===== config.mk =====
export PLATFORM = sky130hd
export DESIGN_NAME = xadc_drp_arbiter
export DESIGN_NICKNAME = d
export VERILOG_FILES = /design/src/rtl/xadc_pkg.sv /design/src/rtl/xadc_drp_arbiter_rr_picker.sv /design/src/rtl/xadc_drp_arbiter.sv
export SDC_FILE = /design/constraint.sdc
export NUM_CORES = 1
export LEC_CHECK = 0
export ABC_AREA = 1
export CAP_MARGIN = 20
export CELL_PAD_IN_SITES_DETAIL_PLACEMENT = 0
export CELL_PAD_IN_SITES_GLOBAL_PLACEMENT = 1
export CORE_ASPECT_RATIO = 0.6
export CORE_MARGIN = 2
export CORE_UTILIZATION = 47
export CTS_CLUSTER_SIZE = 14
export DETAILED_ROUTE_END_ITERATION = 12
export DONT_BUFFER_PORTS = 1
export HOLD_SLACK_MARGIN = 0.05
export PLACE_DENSITY = 0.94
export REMOVE_ABC_BUFFERS = 1
export SYNTH_ARGS = -nofsm -noshare
export SYNTH_HDL_FRONTEND = slang
export SYNTH_SLANG_ARGS = --single-unit

===== constraint.sdc =====
create_clock -name clk -period 4.55 [get_ports clk]
set_clock_uncertainty 0.05 [all_clocks]
set_input_delay 0.455 -clock clk [delete_from_list [all_inputs] [get_ports clk]]
set_output_delay 0.455 -clock clk [all_outputs]
set_load 0.005 [all_outputs]

===== src/rtl/xadc_pkg.sv =====
// Shared XADC DRP definitions: bus widths, well-known addresses and
// the arbiter state encoding.
package xadc_pkg;

    localparam int DRP_ADDR_W = 7;
    localparam int DRP_DATA_W = 16;

    localparam logic [DRP_ADDR_W-1:0] AUX_STATUS_BASE = 7'h10;

    typedef enum logic [1:0] {
        IDLE,
        ISSUE,
        WAIT,
        DONE
    } arb_state_e;

endpackage


===== src/rtl/xadc_drp_arbiter_rr_picker.sv =====
// Combinational round-robin picker: first set req bit searching upward
// from last_grant+1 with wrap-around.
module rr_picker #(
    parameter int N = 4
) (
    input  logic [N-1:0] req,
    input  logic [2:0]   last_grant,
    output logic         found,
    output logic [2:0]   idx
);

    always_comb begin
        found = 1'b0;
        idx   = '0;
        // Descending offsets so the nearest candidate is written last.
        for (int i = N; i >= 1; i--) begin
            for (int j = 0; j < N; j++) begin
                if ((j == ((int'(last_grant) + i) % N)) && req[j]) begin
                    found = 1'b1;
                    idx   = 3'(j);
                end
            end
        end
    end

endmodule


===== src/rtl/xadc_drp_arbiter.sv =====
// Round-robin arbiter sharing the XADC DRP port between N_REQ requesters,
// one DRP transaction per grant with a DRDY timeout.
module xadc_drp_arbiter
    import xadc_pkg::*;
#(
    parameter int N_REQ   = 4,
    parameter int TIMEOUT = 255
) (
    input  logic                                  clk,
    input  logic                                  reset,
    input  logic [N_REQ-1:0]                      req,
    input  logic [N_REQ-1:0]                      req_we,
    input  logic [N_REQ-1:0][DRP_ADDR_W-1:0]      req_addr,
    input  logic [N_REQ-1:0][DRP_DATA_W-1:0]      req_wdata,
    output logic [N_REQ-1:0]                      ack,
    output logic                                  err,
    output logic [DRP_DATA_W-1:0]                 rdata,
    output logic                                  busy,
    output logic [2:0]                            grant_idx,
    output logic [DRP_ADDR_W-1:0]                 drp_addr,
    output logic                                  drp_en,
    output logic                                  drp_we,
    output logic [DRP_DATA_W-1:0]                 drp_di,
    input  logic [DRP_DATA_W-1:0]                 drp_do,
    input  logic                                  drp_drdy
);

    arb_state_e              state_q, state_d;
    logic [2:0]              grant_q, grant_d;
    logic [2:0]              last_q, last_d;
    logic [DRP_ADDR_W-1:0]   addr_q, addr_d;
    logic                    we_q, we_d;
    logic [DRP_DATA_W-1:0]   wdata_q, wdata_d;
    logic [7:0]              cnt_q, cnt_d;
    logic                    err_q, err_d;
    logic [DRP_DATA_W-1:0]   rdata_q, rdata_d;

    logic                    pick_found;
    logic [2:0]              pick_idx;
    logic [DRP_ADDR_W-1:0]   sel_addr;
    logic                    sel_we;
    logic [DRP_DATA_W-1:0]   sel_wdata;

    rr_picker #(
        .N (N_REQ)
    ) u_picker (
        .req        (req),
        .last_grant (last_q),
        .found      (pick_found),
        .idx        (pick_idx)
    );

    always_comb begin
        sel_addr  = '0;
        sel_we    = 1'b0;
        sel_wdata = '0;
        for (int i = 0; i < N_REQ; i++) begin
            if (pick_idx == 3'(i)) begin
                sel_addr  = req_addr[i];
                sel_we    = req_we[i];
                sel_wdata = req_wdata[i];
            end
        end
    end

    always_comb begin
        state_d = state_q;
        grant_d = grant_q;
        last_d  = last_q;
        addr_d  = addr_q;
        we_d    = we_q;
        wdata_d = wdata_q;
        cnt_d   = cnt_q;
        err_d   = err_q;
        rdata_d = rdata_q;
        unique case (state_q)
            IDLE: begin
                if (pick_found) begin
                    grant_d = pick_idx;
                    addr_d  = sel_addr;
                    we_d    = sel_we;
                    wdata_d = sel_wdata;
                    state_d = ISSUE;
                end
            end
            ISSUE: begin
                cnt_d   = 8'(TIMEOUT);
                state_d = WAIT;
            end
            WAIT: begin
                // DRDY takes precedence over an expiring counter.
                if (drp_drdy) begin
                    rdata_d = we_q ? '0 : drp_do;
                    err_d   = 1'b0;
                    state_d = DONE;
                end else if (cnt_q == 8'd0) begin
                    rdata_d = '0;
                    err_d   = 1'b1;
                    state_d = DONE;
                end else begin
                    cnt_d = cnt_q - 8'd1;
                end
            end
            DONE: begin
                last_d  = grant_q;
                state_d = IDLE;
            end
            default: state_d = IDLE;
        endcase
    end

    always_ff @(posedge clk or negedge reset) begin
        if (!reset) begin
            state_q <= IDLE;
            grant_q <= '0;
            last_q  <= 3'(N_REQ - 1);
            addr_q  <= '0;
            we_q    <= 1'b0;
            wdata_q <= '0;
            cnt_q   <= '0;
            err_q   <= 1'b0;
            rdata_q <= '0;
        end else begin
            state_q <= state_d;
            grant_q <= grant_d;
            last_q  <= last_d;
            addr_q  <= addr_d;
            we_q    <= we_d;
            wdata_q <= wdata_d;
            cnt_q   <= cnt_d;
            err_q   <= err_d;
            rdata_q <= rdata_d;
        end
    end

    always_comb begin
        ack = '0;
        for (int i = 0; i < N_REQ; i++) begin
            ack[i] = (state_q == DONE) && (grant_q == 3'(i));
        end
    end

    assign busy      = (state_q != IDLE);
    assign grant_idx = grant_q;
    assign err       = err_q;
    assign rdata     = rdata_q;
    assign drp_en    = (state_q == ISSUE);
    assign drp_we    = drp_en & we_q;
    assign drp_addr  = drp_en ? addr_q : '0;
    assign drp_di    = drp_en ? wdata_q : '0;

endmodule


# Yosys cells after proc, flatten, opt, wreduce, memory -nomap -nowiden
# Cells that the tools add are included.
# totals
in_bits	119
reg_bits	55
out_inout_bits	50
# op_classes
n_addsub	5
eq_ne	25
n_bitwise	5
n_reduce_logical	39
mux	57
# ops
cell	count
zero test 32 bit	4
two-way mux 16 bit	8
two-way mux 7 bit	5
two-way mux 2 bit	17
equality test 3 bit, first input constant	8
two-way mux 1 bit	23
logical AND 1 bit	20
two-way mux 8 bit	2
one-hot mux 8 bit (2 select lines)	1
equality test 2 bit, second input constant	6
equality test 2 x 3 -> 1 bit, first input constant	4
zero test 8 bit	1
one-hot mux 2 bit (4 select lines)	1
OR reduction 2 bit	4
subtractor 8 x 1 -> 8 bit, second input constant	1
equality test 2 x 1 -> 1 bit, second input constant	3
zero test 3 bit	2
!= test 2 bit, second input constant	3
AND reduction 2 bit	3
nonzero test 2 bit	3
adder 2 x 1 -> 2 bit, second input constant	2
adder 2 bit, second input constant	2
AND 1 bit, first input constant	4
!= test 3 bit, second input constant	1
other kinds (3)	3

# Depth between registers and ports, before layout
# depth
depth_word	25
depth_mapped	22
ltp_nobuf	20

# Modules after synthesis
# From an unflattened synthesis, not the netlist that was laid out.
# hier_totals
hier_cells	564
hier_area_um2	3602.2
# by_module_without_submodules
module	seq_area_each_um2	area_per_inst_um2	instances	cells_per_inst
xadc_drp_arbiter	1428.9	3375.7	1	514
rr_picker	0.0	226.5	1	50

# Worst setup path after synthesis
# No wires, ideal clock.
# synth_path
kind	flip-flop to flip-flop
start	register last_q[0]
end	register wdata_q[11]
synth_period_minus_slack_ns	2.060
path_stages_with_launch	22
setup_slack_ns	2.490
required_ns	4.384
setup_ns	0.116
arrival_time_ns	1.894
path_cell_list	dfstp_2 buf_6 nand3_2 nand2_1 nand2_1 nand2_1 nand2_1 nand2_1 nand2_1 nand2_1 nand2_1 nand2_2 nand2_4 nand2_8 nand2_8 nand2_8 buf_8 nand3_2 nand2_1 inv_2 nand2_1 nand2_1
# synth_between
elab_chain_len	25
word_cells_on_any_way	84
# synth_lines
item	line_no	source
start: declaration	xadc_drp_arbiter.sv:30	logic [2:0] last_q, last_d;
start signal: assignment	xadc_drp_arbiter.sv:116	last_q <= 3'(N_REQ - 1);
start signal: assignment	xadc_drp_arbiter.sv:126	last_q <= last_d;
adder 2 x 1 -> 2 bit	xadc_drp_arbiter_rr_picker.sv:18	if ((j == ((int'(last_grant) + i) % N)) && req[j]) begin
OR reduction 2 bit (no source line)	-	
AND 1 bit (no source line)	-	
equality test 2 x 3 -> 1 bit	xadc_drp_arbiter_rr_picker.sv:18	
logical AND 1 bit	xadc_drp_arbiter_rr_picker.sv:18	
two-way mux 1 bit	xadc_drp_arbiter_rr_picker.sv:18	
two-way mux 2 bit (14 in series)	xadc_drp_arbiter_rr_picker.sv:18	
zero test 3 bit	xadc_drp_arbiter.sv:58	if (pick_idx == 3'(i)) begin
two-way mux 16 bit (4 in series)	xadc_drp_arbiter.sv:58	
end signal: assignment	xadc_drp_arbiter.sv:129	wdata_q <= wdata_d;
end: declaration	xadc_drp_arbiter.sv:33	logic [DRP_DATA_W-1:0] wdata_q, wdata_d;
# Several ways; a longest one is shown, not always the timed one.
# A chain may end at the register's enable or synchronous reset.

# Worst setup path in the final report
# layout_path
start	register last_q[1]
end	register wdata_q[5]
# The elaborated chain is that of the path after synthesis.

==> summary.txt <==
Power and ir drop
  • Lkg Pwr: between 2 and 3 nW
  • PD cells: 824 mW/mm^2
  • Worst vdd ir: approximately 540 uV

Run
  • MaxCap Viol Count: 0

Drt
  • DRC Markers: 0
  • Pre-antenna DRT Iters: 5
  • Post-Route WL: 11200 um
  • Initial DRC count: 234
  • WL/cell: 15.7 um
  • Vias/cell: around 5.3
  • Vias: 3776
  • DRT antenna net count: 0

Global routing
  • Initial antenna violation count: 0
  • Overflow after GRT: 0
  • First-pass GRT wire length: 18200 um
  • Vias in the first global route: 3588
  • Gr usage total: 23.6%
  • Pin count of the biggest net entering global routing: 58

Finish
  • Fin cells: 709
  • N_diodes: 0
  • Register Area: 0.00138 sq mm
  • Layout fillers: 837
  • Final Cell Area: 0.00429 sq mm
  • Share of cells above drive strength 1: 10.6%
  • Synthesis-to-layout area growth: 4.64%
  • Fin nets: 722
  • Footprint of the multi-input gates: 0.00204 sq mm

Clock network
  • Number of clock sinks: 55
  • Root Buffer: clkbuf_16
  • Max clock buf depth: 2
  • Resized cells post-CTS: 0
  • Later-pin clock latency in the skew report: 0.29 ns
  • CTS tree: built
  • Htree depth: 2
  • Clock transition at path regs: 0.08 ns
  • Inserted Clock Buffers: 5

Logic synthesis
  • Synth top area share: between 30% and 40%
  • Most common cell in the netlist: nand2_1
  • Top cells by area, synth: dfrtp_1 (32%), nand2_1 (19%), inv_1 (11%), nand3_1 (6.6%), nand3_2 (5.6%)
  • Cells after Synth: around 600
  • Post-synth cell types: 32
  • Post-synth EDFFs: 0
  • Flops & latches, synth: 55
  • Synth async-reset ratio: 100%
  • Dominant cell type by area after synthesis: dfrtp_1
  • List of most frequent post-synthesis cells: nand2_1 (204), inv_1 (115), nand3_1 (54), dfrtp_1 (53), nand4_1 (34)
  • Post-Syn Area: 0.00410 sq mm
  • Syn avg cell area: 6.66 sq um
  • Ys Warns: 0
  • Seq/Total Area, Yosys: approximately a third
  • Most common flop cell mapped by yosys: dfrtp_1

Worst setup path
  • Crit path kind: register to register
  • CP Max Fanout: 57
  • Worst r2r src: last_q[1]$_DFFE_PN1P_
  • Worst R2R Setup Slack: 1.47 ns
  • Worst endpoint required time: 4.73 ns
  • Worst EP arrival: 3.26 ns
  • R2R Path End: wdata_q[5]$_DFFE_PN0P_
  • CP Launch Type: register
  • Worst setup EP type: register
  • Worst R2R Path Depth: 10

Timing
  • Minimum clock period: between 3 and 4 ns
  • Slew @ Worst Pin: approximately 1.1 ns
  • Hold slack: ~0.22 ns
  • Final Cycle Share: 67.6%
  • RSZ-0062 raised after global routing: false
  • Setup ws final: 1.47 ns
  • Final Setup Violations: 0
  • Max Slew Vio Count: 0
  • FMAX: 325 MHz
  • Setup TNS: 0 ns
  • Slew Limit Headroom: 26.0%
  • Final hold vios: 0

Placement
  • DP Area: between 0.004 and 0.005 sq mm
  • Final HPWL DP: 8130 um
  • Placed insts: 697
  • GP Congestion: approximately 0.9
  • Placement-stage worst setup slack: 1.10 ns
  • Count of input and output buffers: 0

Hold path
  • Hold crit path type: input pin to register
  • Hold Path Cell Cnt: 1
  • Hold path start: drp_drdy
  • Hold path endpoint: err$_DFFE_PN0P_

Floorplan
  • Chip Width: 125 um
  • Die area: 0.00951 sq mm
  • # rows: 26
  • Initial Utilization: 48.3%
  • I/O Pins: 169
  • Die height: 76.4 um
  • Core outline area: 0.00849 sq mm

Status
  • Status: completed
==> cell families (layout without fill, tap and decap cells) <==
logic type	Yosys count	in the layout	synth area share (%)
buffers and inverters	161	142	16.8
DFF	55	55	33.6
AOI/OAI and AO/OA	49	49	6.38
and+or+nand+nor	343	343	41.0
other	1	1	0.0915
adders and majority gates	7	7	2.14
==> stage by stage <==
| stage | utilization (%) | total power [mW] |
|---|---|---|
| CTS | 50.2 | 3.52 |
| detailed placement | 47.7 | 3.05 |
| global route | 50.5 | 3.89 |
| finish | 50.5 | 3.54 |
| global placement | 47.7 | 2.98 |
| floorplan | - | 2.50 |
==> state kept, by name, indices dropped and copies added, names as in the netlist <==
signal,count
addr_q,7
cnt_q,8
err,1
grant_idx,2
last_q,2
rdata,16
state_q,2
wdata_q,16
we_q,1
==> layer usage <==
| metal | up-vias | global-route usage (%) | share of wire, % | wire length [um] |
|---|---|---|---|---|
| met2 | 155 | 37.9 | 44 | 4930 |
| met3 | 11 | 5.90 | 8.0 | 891 |
| met1 | 1750 | 32.5 | 47 | 5220 |
| li1 | 1860 | - | - | - |
| met5 | - | 0 | 0 | 0 |
| met4 | 0 | 4.83 | 1.1 | 121 |
==> cell usage in the layout (no fill, tap or decap), drive strengths merged, types with 2 or more instances in the layout <==
cell type,Yosys,final
dfrtp,53,53
buf,23,4
nor2,14,14
inv,128,129
nor3,4,4
or2,3,3
dfstp,2,2
nand3,77,77
nand2,211,211
clkinv,1,2
clkbuf,9,5
ha,7,7
a21oi,12,12
o21ai,35,35
nand4,34,34
==> critical path, stage by stage, from the launching register on <==
cell,delay [ns]
dfstp_2,0.69
nor2_4,0.08
nand2_2,0.45
nand2_1,0.11
inv_1,0.14
a21oi_4,0.07
inv_2,0.80
nand2_8,0.24
nand3_1,0.18
nand2_1,0.08
nand2_1,0.06
==> repair_timing <==
| action | 4_1_cts | 5_1_grt |
|---|---|---|
| buffers inserted | 0 | 0 |
| hold buffers | 2 | 0 |
| hold endpoints to repair | 55 | 0 |
==> worst max path at each step <==
stage / from / end / slack [ns] / depth (start not counted)
3_3_place_gp: last_q[1]$_DFFE_PN1P_ / wdata_q[3]$_DFFE_PN0P_ / 1.24 / 10
6_report: last_q[1]$_DFFE_PN1P_ / wdata_q[5]$_DFFE_PN0P_ / 1.47 / 10
3_5_place_dp: last_q[1]$_DFFE_PN1P_ / addr_q[4]$_DFFE_PN0P_ / 1.10 / 10
2_1_floorplan: last_q[1]$_DFFE_PN1P_ / addr_q[3]$_DFFE_PN0P_ / 1.57 / 7
4_1_cts: last_q[1]$_DFFE_PN1P_ / addr_q[4]$_DFFE_PN0P_ / 1.07 / 10
5_1_grt: last_q[1]$_DFFE_PN1P_ / we_q$_DFFE_PN0P_ / 1.26 / 10
==> report_power, final <==
group / internal [mW] / switching [mW] / leakage [nW]
combinational: 0.670 / 1.54 / 1.78
clock: 0.263 / 0.183 / 0.0844
sequential: 0.711 / 0.167 / 0.655
total: 1.64 / 1.89 / 2.52
==> layout make-up <==
class | count | share of cell area (%)
multi-input cells | 400 | 47.5
flip-flops and latches | 55 | 32.1
inverters | 129 | 11.3
well taps | 112 | 3.27
clock buffers | 5 | 2.92
repair buffers | 5 | 1.75
clock inverters | 3 | 1.11
(Power assumes the default switching activity.)
